$ cat config.mk
export PLATFORM = sky130hd
export DESIGN_NAME = vga_timing
export DESIGN_NICKNAME = d
export VERILOG_FILES = /design/src/rtl/vga_timing.sv
export SDC_FILE = /design/constraint.sdc
export NUM_CORES = 1
export LEC_CHECK = 0
export ABC_AREA = 0
export BUFFER_PORTS_ARGS = -buffer_cell sky130_fd_sc_hd__buf_2
export CORE_MARGIN = 1
export CORE_UTILIZATION = 25
export CTS_BUF_LIST = sky130_fd_sc_hd__clkbuf_8 sky130_fd_sc_hd__clkbuf_16
export CTS_CLUSTER_SIZE = 28
export DETAILED_ROUTE_END_ITERATION = 8
export PLACE_DENSITY = 0.45
export SYNTH_ARGS = -nofsm -noshare
export SYNTH_HDL_FRONTEND = slang
export SYNTH_SLANG_ARGS = --single-unit
$ cat constraint.sdc
create_clock -name pclk -period 5.72 [get_ports pclk]
set_input_delay 0.286 -clock pclk [delete_from_list [all_inputs] [get_ports pclk]]
set_output_delay 0.286 -clock pclk [all_outputs]
set_load 0.005 [all_outputs]
$ cat src/rtl/vga_timing.sv
// VGA raster timing generator.
// Free-running pixel/line counters with sync and blanking flags decoded from the
// next-state counts, so every flag lines up with the count shown in the same
// cycle. A frame-start pulse and a completed-frame counter mark each wrap to (0,0).
module vga_timing #(
  parameter int H_ACTIVE = 800,
  parameter int H_FP     = 40,
  parameter int H_SYNC   = 128,
  parameter int H_BP     = 88,
  parameter int V_ACTIVE = 600,
  parameter int V_FP     = 1,
  parameter int V_SYNC   = 4,
  parameter int V_BP     = 23
) (
  input  logic        pclk,
  input  logic        rst_n,
  input  logic        en,
  output logic [10:0] hcount_out,
  output logic [10:0] vcount_out,
  output logic        hsync_out,
  output logic        vsync_out,
  output logic        hblnk_out,
  output logic        vblnk_out,
  output logic        frame_start,
  output logic [15:0] frame_cnt
);

  localparam int H_TOTAL = H_ACTIVE + H_FP + H_SYNC + H_BP;
  localparam int V_TOTAL = V_ACTIVE + V_FP + V_SYNC + V_BP;

  localparam logic [10:0] H_LAST     = 11'(H_TOTAL - 1);
  localparam logic [10:0] V_LAST     = 11'(V_TOTAL - 1);
  localparam logic [10:0] H_BLK      = 11'(H_ACTIVE);
  localparam logic [10:0] H_SYNC_BEG = 11'(H_ACTIVE + H_FP);
  localparam logic [10:0] H_SYNC_END = 11'(H_ACTIVE + H_FP + H_SYNC);
  localparam logic [10:0] V_BLK      = 11'(V_ACTIVE);
  localparam logic [10:0] V_SYNC_BEG = 11'(V_ACTIVE + V_FP);
  localparam logic [10:0] V_SYNC_END = 11'(V_ACTIVE + V_FP + V_SYNC);

  logic [10:0] hcount_q, hcount_d;
  logic [10:0] vcount_q, vcount_d;
  logic        hsync_q, hsync_d;
  logic        vsync_q, vsync_d;
  logic        hblnk_q, hblnk_d;
  logic        vblnk_q, vblnk_d;
  logic        frame_start_q;
  logic [15:0] frame_cnt_q, frame_cnt_d;
  logic        h_last, v_last, frame_wrap;

  // Next counts and the flags they imply; vertical flags only move when the line wraps
  always_comb begin
    h_last      = (hcount_q == H_LAST);
    v_last      = (vcount_q == V_LAST);
    frame_wrap  = h_last && v_last;
    hcount_d    = h_last ? 11'd0 : hcount_q + 11'd1;
    vcount_d    = vcount_q;
    if (h_last) begin
      vcount_d = v_last ? 11'd0 : vcount_q + 11'd1;
    end
    hblnk_d     = (hcount_d >= H_BLK);
    hsync_d     = (hcount_d >= H_SYNC_BEG) && (hcount_d < H_SYNC_END);
    vblnk_d     = (vcount_d >= V_BLK);
    vsync_d     = (vcount_d >= V_SYNC_BEG) && (vcount_d < V_SYNC_END);
    frame_cnt_d = frame_cnt_q + 16'd1;
  end

  // Registered counters and flags; everything freezes while en is low
  always_ff @(posedge pclk or negedge rst_n) begin
    if (!rst_n) begin
      hcount_q      <= '0;
      vcount_q      <= '0;
      hsync_q       <= 1'b0;
      vsync_q       <= 1'b0;
      hblnk_q       <= 1'b0;
      vblnk_q       <= 1'b0;
      frame_start_q <= 1'b0;
      frame_cnt_q   <= '0;
    end else begin
      frame_start_q <= en && frame_wrap;
      if (en) begin
        hcount_q <= hcount_d;
        vcount_q <= vcount_d;
        hsync_q  <= hsync_d;
        vsync_q  <= vsync_d;
        hblnk_q  <= hblnk_d;
        vblnk_q  <= vblnk_d;
        if (frame_wrap) begin
          frame_cnt_q <= frame_cnt_d;
        end
      end
    end
  end

  assign hcount_out  = hcount_q;
  assign vcount_out  = vcount_q;
  assign hsync_out   = hsync_q;
  assign vsync_out   = vsync_q;
  assign hblnk_out   = hblnk_q;
  assign vblnk_out   = vblnk_q;
  assign frame_start = frame_start_q;
  assign frame_cnt   = frame_cnt_q;

endmodule

# After elaboration in Yosys (flattened, before gate mapping)
# Index checks and enable logic that the tools add are counted.
# Widths: inputs -> output; s select.
dict set report classes {
  magnitude_cmp 6
  eq_ne 2
  mux 3
  add_sub_neg 3
  n_reduce_logical 5
}
# op n
set op_table {}
lappend op_table {{$ge 11x10->1 const B} 4}
lappend op_table {{$mux 11} 3}
lappend op_table {{$add 11x1->11 const B} 2}
lappend op_table {{$lt 11x10->1 const B} 2}
lappend op_table {{$add 16x1->16 const B} 1}
lappend op_table {{$eq 11x10->1 const B} 1}
lappend op_table {{$eq 11x11->1 const B} 1}
lappend op_table {{$logic_and 1x1->1} 4}
lappend op_table {{$reduce_and 2->1} 1}
dict set report word_totals {
  output_inout_bits 43
  reg_bits 43
  in_bits 3
}

# Longest topological paths before layout
dict set report logic_depth {
  ltp_word 5
  ltp_mapped 9
  mapped_depth_nobuf 7
}

# Worst setup path after synthesis
# Ideal clock, no wire load.
dict set report synth_timing {
  path_type {flip-flop to flip-flop}
  start {register hcount_q[0] (netlist: hcount_out[0])}
  end {register frame_cnt_q[12] (netlist: frame_cnt[12])}
  path_slack_ps 3463
  required_ps 5597
  setup_time_ps 123
  stages_incl_launch_ff 10
  arrival_ps 2134
  n_path_buf 2
  path_cell_list {dfrtp_1 ha_1 and4_1 buf_4 nand4_2 or4_1 clkbuf_1 nor2_1 nand4_1 xnor2_1}
}
dict set report synth_via {
  elab_chain_cells 3
}
# element line
set synth_lines {}
lappend synth_lines {{start: declaration} 40} ;# logic [10:0] hcount_q, hcount_d;
lappend synth_lines {{start signal: assignment} 81} ;# hcount_q <= hcount_d;
lappend synth_lines {{$eq 11x11->1} 52} ;# h_last = (hcount_q == H_LAST);
lappend synth_lines {{$logic_and 1x1->1} 54} ;# frame_wrap = h_last && v_last;
lappend synth_lines {{$reduce_and 2->1 (no source line)} --}
lappend synth_lines {{end signal: assignment} 88} ;# frame_cnt_q <= frame_cnt_d;
lappend synth_lines {{end: declaration} 47} ;# logic [15:0] frame_cnt_q, frame_cnt_d;
# No other way between the ends.
# A chain may end at the register's enable or synchronous reset.

# Worst setup path after layout
dict set report layout_timing {
  start {register hcount_q[5] (netlist: hcount_out[5])}
  end {register vblnk_q (netlist: vblnk_out)}
}
dict set report layout_via {
  elab_chain_cells 3
}
# element line
set layout_lines {}
lappend layout_lines {{$eq 11x11->1} 52}
lappend layout_lines {{$mux 11} 57} ;# if (h_last) begin
lappend layout_lines {{$ge 11x10->1} 62} ;# vblnk_d = (vcount_d >= V_BLK);
lappend layout_lines {{end signal: assignment} 86} ;# vblnk_q <= vblnk_d;
lappend layout_lines {{end: declaration} 45} ;# logic vblnk_q, vblnk_d;
# No other way between the ends.

==> metrics list <==
- Worst-case headroom to the max-slew limit: 33.9%
- In this run the vertical extent of the chip is roughly 100 um.
- Cells after synthesis: 274
* CP Capture Type: flop
* Highest-count cells in the layout ignoring fill and taps: 45 x sky130_fd_sc_hd__buf_2, 43 x sky130_fd_sc_hd__dfrtp_1, 34 x sky130_fd_sc_hd__nand2_1
- Mean Syn Cell Area: 9.29 um2
- Slew of the pin with the lowest slew margin: 0.991 ns
- Clk_skew: 0.0114 ns
* Global-route usage over all layers: a little over an eighth
- Post-synth EDFFs: 0
- Htree depth: 2
- Routed via count divided by cell count: 4.79
* Critical path data required time: 5.97 ns
- Max_cap viols: 0
* Average wire length per cell after detail routing: 14.5 um
- Status: finished clean
- After synthesis, flip-flops and latches occupy 42.3% of the total area.
* Peak supply drop: 0.0872 mV
* Detailed Route Iter0 Violations: 71
- Post-synthesis sequential element count: 43
* Drt total wl: 6.41 mm
* Number of setup violations in the final report: 0
- Via count: 2122
- Number of iterations in the first detailed-routing pass: 4
- Pin count of the biggest net entering global routing: 44
- Slowest cell on the critical path: sky130_fd_sc_hd__or4_4
* Buffers inserted during post-CTS setup optimization: 0
- The worst path in the final design needs a cycle of roughly 2.7 ns, including I/O delays and setup.
- Total power for the finished layout comes to between 700 and 800 uW.
- The number of antenna violations at the first check in global routing came to 0.
- Crit path launch type: flop
- The total overflow left after global routing is 0.
- Post-CTS Hold Fix Bufs: 0
* Predominant post-synthesis flop cell: sky130_fd_sc_hd__dfrtp_1
* Share of the synthesized area in the top cell type: 42.3%
- Largest stage delay on the critical path: around 0.64 ns
- Chain of cells forming the critical path: or4_4 -> nor3_4 -> a41oi_1 -> or2_2 -> o2111ai_1 -> o21a_1
- The library cell used most frequently in the layout, excluding fill and tap cells, is sky130_fd_sc_hd__buf_2.
* Unrepaired setup endpoints after global routing: false
* Worst setup timing slack at the placement stage: 2.99 ns
* Routability-driven placement congestion ratio: 0.829
- Counting flops with an async set or reset pin after synthesis yields a share of 100%.
- Worst Setup Path Type: reg -> reg
- Yosys printed 0 warnings.
- Registers take 1080 um2.
- Derived from the worst setup path, the maximum achievable clock frequency is 365 MHz.
- The floorplan has 36 rows.
- At the worst endpoint, the arrival time is 2.99 ns.
- Floorplan die width: 103 um
* Buffers added on ports: 45
- Cells with a size suffix above 1 make up a little over a fifth of the layout.
- In this run, post-CTS repair resized a total of 0 instances.
- Share of the clock period used by the worst path: 47.9%
- For this run, the share of the core covered by cells in the final layout is 29.9%.
- Synth area leader: sky130_fd_sc_hd__dfrtp_1
* Netlist Area Pre-Place: ~2500 um2
- Antenna cells: 0
- Final total negative setup slack: 0 ns
- Number of max-slew violations in the final report: 0
- Summed over all cells, the static leakage comes to 1.28 nW.
- Crit path max fanout: 18
* Nets@finish: 315
- CTS Buffer Depth: 2
- For this design, the sink count on the clock tree is 43.
- WHS: 0.132 ns
- Vias in the first global route: about 2000
* Die area: 10600 um2
* Clock latency at the later pin of the worst-skew pair: 0.32 ns
- The first global-routing pass estimated approximately 11 mm of wire.
- Number of distinct standard cells referenced by the synthesized netlist: 54
* Total power divided by cell area: 244 nW/um2
- Post-CTS clock slew at the launch and capture registers of the worst setup and hold paths: roughly 0.1 ns
* Initial Util: 25.9%
- Clock tree from TritonCTS: done
* Min-Delay Path Class: in -> async
* I/O pin cnt: 46
- Clock root buffer: sky130_fd_sc_hd__clkbuf_8
- Area added between synthesis and finish: 15.4%
- DP HPWL: 4.59 mm
- The number of nets handed over by synthesis was 280.
- Counting the fill cells in the layout gives 1097.
- Dominant cells by area after synthesis: sky130_fd_sc_hd__dfrtp_1 42%, sky130_fd_sc_hd__xnor2_1 6.9%, sky130_fd_sc_hd__nand2_1 5.0%
- The final-report hold violation count is 0.
- The region available for standard cell placement spans 9820 um2.
* Area of the multi-input gates: between 1000 and 1500 um2
- After layout, the worst setup slack is 2.98 ns.
- Count of nets left with antenna violations after detail routing: 0
* DRC errors left: 0
- The number of clock buffers added by TritonCTS is 5.
-- state kept, by name, summed over array words and instances, names as in the netlist --
register	count
hsync_out	1
vcount_out	11
hcount_out	11
vsync_out	1
frame_cnt	16
frame_start	1
vblnk_out	1
hblnk_out	1
-- report_power, final --
part           switching, mW  total [mW]  internal, mW
Clock                  0.127       0.215        0.0876
Combinational         0.0620       0.121        0.0595
Sequential            0.0536       0.380         0.326
-- metrics by stage --
step / std cells / instance area, um2
global placement: 435 / 2840
detailed placement: 435 / 2840
floorplan: 274 / 2540
CTS: 443 / 2940
global route: 443 / 2940
finish: 443 / 2940
-- cells in the mapped netlist, types with 2 or more instances --
| cell | n |
|---|---|
| sky130_fd_sc_hd__nand2b_1 | 2 |
| sky130_fd_sc_hd__o41ai_1 | 3 |
| sky130_fd_sc_hd__mux2_2 | 2 |
| sky130_fd_sc_hd__o31ai_1 | 2 |
| sky130_fd_sc_hd__buf_6 | 2 |
| sky130_fd_sc_hd__xnor2_1 | 20 |
| sky130_fd_sc_hd__nand4_1 | 13 |
| sky130_fd_sc_hd__dfrtp_1 | 43 |
| sky130_fd_sc_hd__o2111ai_1 | 2 |
| sky130_fd_sc_hd__nor2b_1 | 3 |
| sky130_fd_sc_hd__or3_1 | 2 |
| sky130_fd_sc_hd__nor3_1 | 9 |
| sky130_fd_sc_hd__inv_1 | 6 |
| sky130_fd_sc_hd__buf_4 | 2 |
| sky130_fd_sc_hd__o21a_1 | 2 |
| sky130_fd_sc_hd__a41oi_1 | 2 |
| sky130_fd_sc_hd__and3_1 | 8 |
| sky130_fd_sc_hd__o21ai_0 | 18 |
| sky130_fd_sc_hd__nand3_1 | 15 |
| sky130_fd_sc_hd__xor2_1 | 11 |
| sky130_fd_sc_hd__ha_1 | 3 |
| sky130_fd_sc_hd__clkbuf_1 | 8 |
| sky130_fd_sc_hd__and4_1 | 3 |
| sky130_fd_sc_hd__o2bb2ai_1 | 2 |
| sky130_fd_sc_hd__nand2_1 | 34 |
| sky130_fd_sc_hd__or2_2 | 2 |
| sky130_fd_sc_hd__a31oi_1 | 2 |
| sky130_fd_sc_hd__a21oi_1 | 5 |
| sky130_fd_sc_hd__buf_2 | 5 |
| sky130_fd_sc_hd__nor2_1 | 19 |
-- layout make-up --
class,count,area share [%]
Inverter,7,0.895
Tap cell,133,5.67
Multi-Input combinational cell,207,46.0
Sequential cell,43,36.6
Clock inverter,3,0.810
Clock buffer,5,2.34
Timing Repair Buffer,45,7.67
-- per-layer routing --
layer	vias to the layer above	wire length, um	part of all wire [%]	global-route usage, %
met5	-	0	0	0
met3	11	236	3.7	2.17
met1	1008	3130	49	18.6
met4	0	102	1.6	5.63
li1	1057	-	-	-
met2	46	2950	46	19.9
-- final timing paths --
kind	endpoint	from	slack [ns]	cells past startpoint
worst max-delay path	vblnk_out$_DFFE_PN0P_	hcount_out[5]$_DFFE_PN0P_	2.98	6
worst min-delay path	frame_cnt[12]$_DFFE_PN0P_	rst_n	0.13	1
worst max register to register	vblnk_out$_DFFE_PN0P_	hcount_out[5]$_DFFE_PN0P_	2.98	6
worst min register to register	frame_cnt[15]$_DFFE_PN0P_	frame_cnt[15]$_DFFE_PN0P_	0.47	1
max in group asynchronous	frame_cnt[3]$_DFFE_PN0P_	rst_n	4.98	1
min in group pclk	hcount_out[3]$_DFFE_PN0P_	en	0.41	3
-- critical path, delay by kind of cell, from the launching register on --
family	cells	cell delay (ns)
flops	1	0.60
compound gates	3	0.57
simple gates	3	1.50
-- cell families after synthesis --
group | after synthesis | share of synthesized area (%)
DFF | 43 | 42.3
and+or+nand+nor | 121 | 26.3
AOI/OAI and AO/OA | 49 | 13.4
xor gates and xnor gates | 31 | 10.7
adders and majority gates | 3 | 1.48
buffers and inverters | 24 | 4.67
muxes | 3 | 1.28
Note: power is estimated with default switching activity, not from simulation.
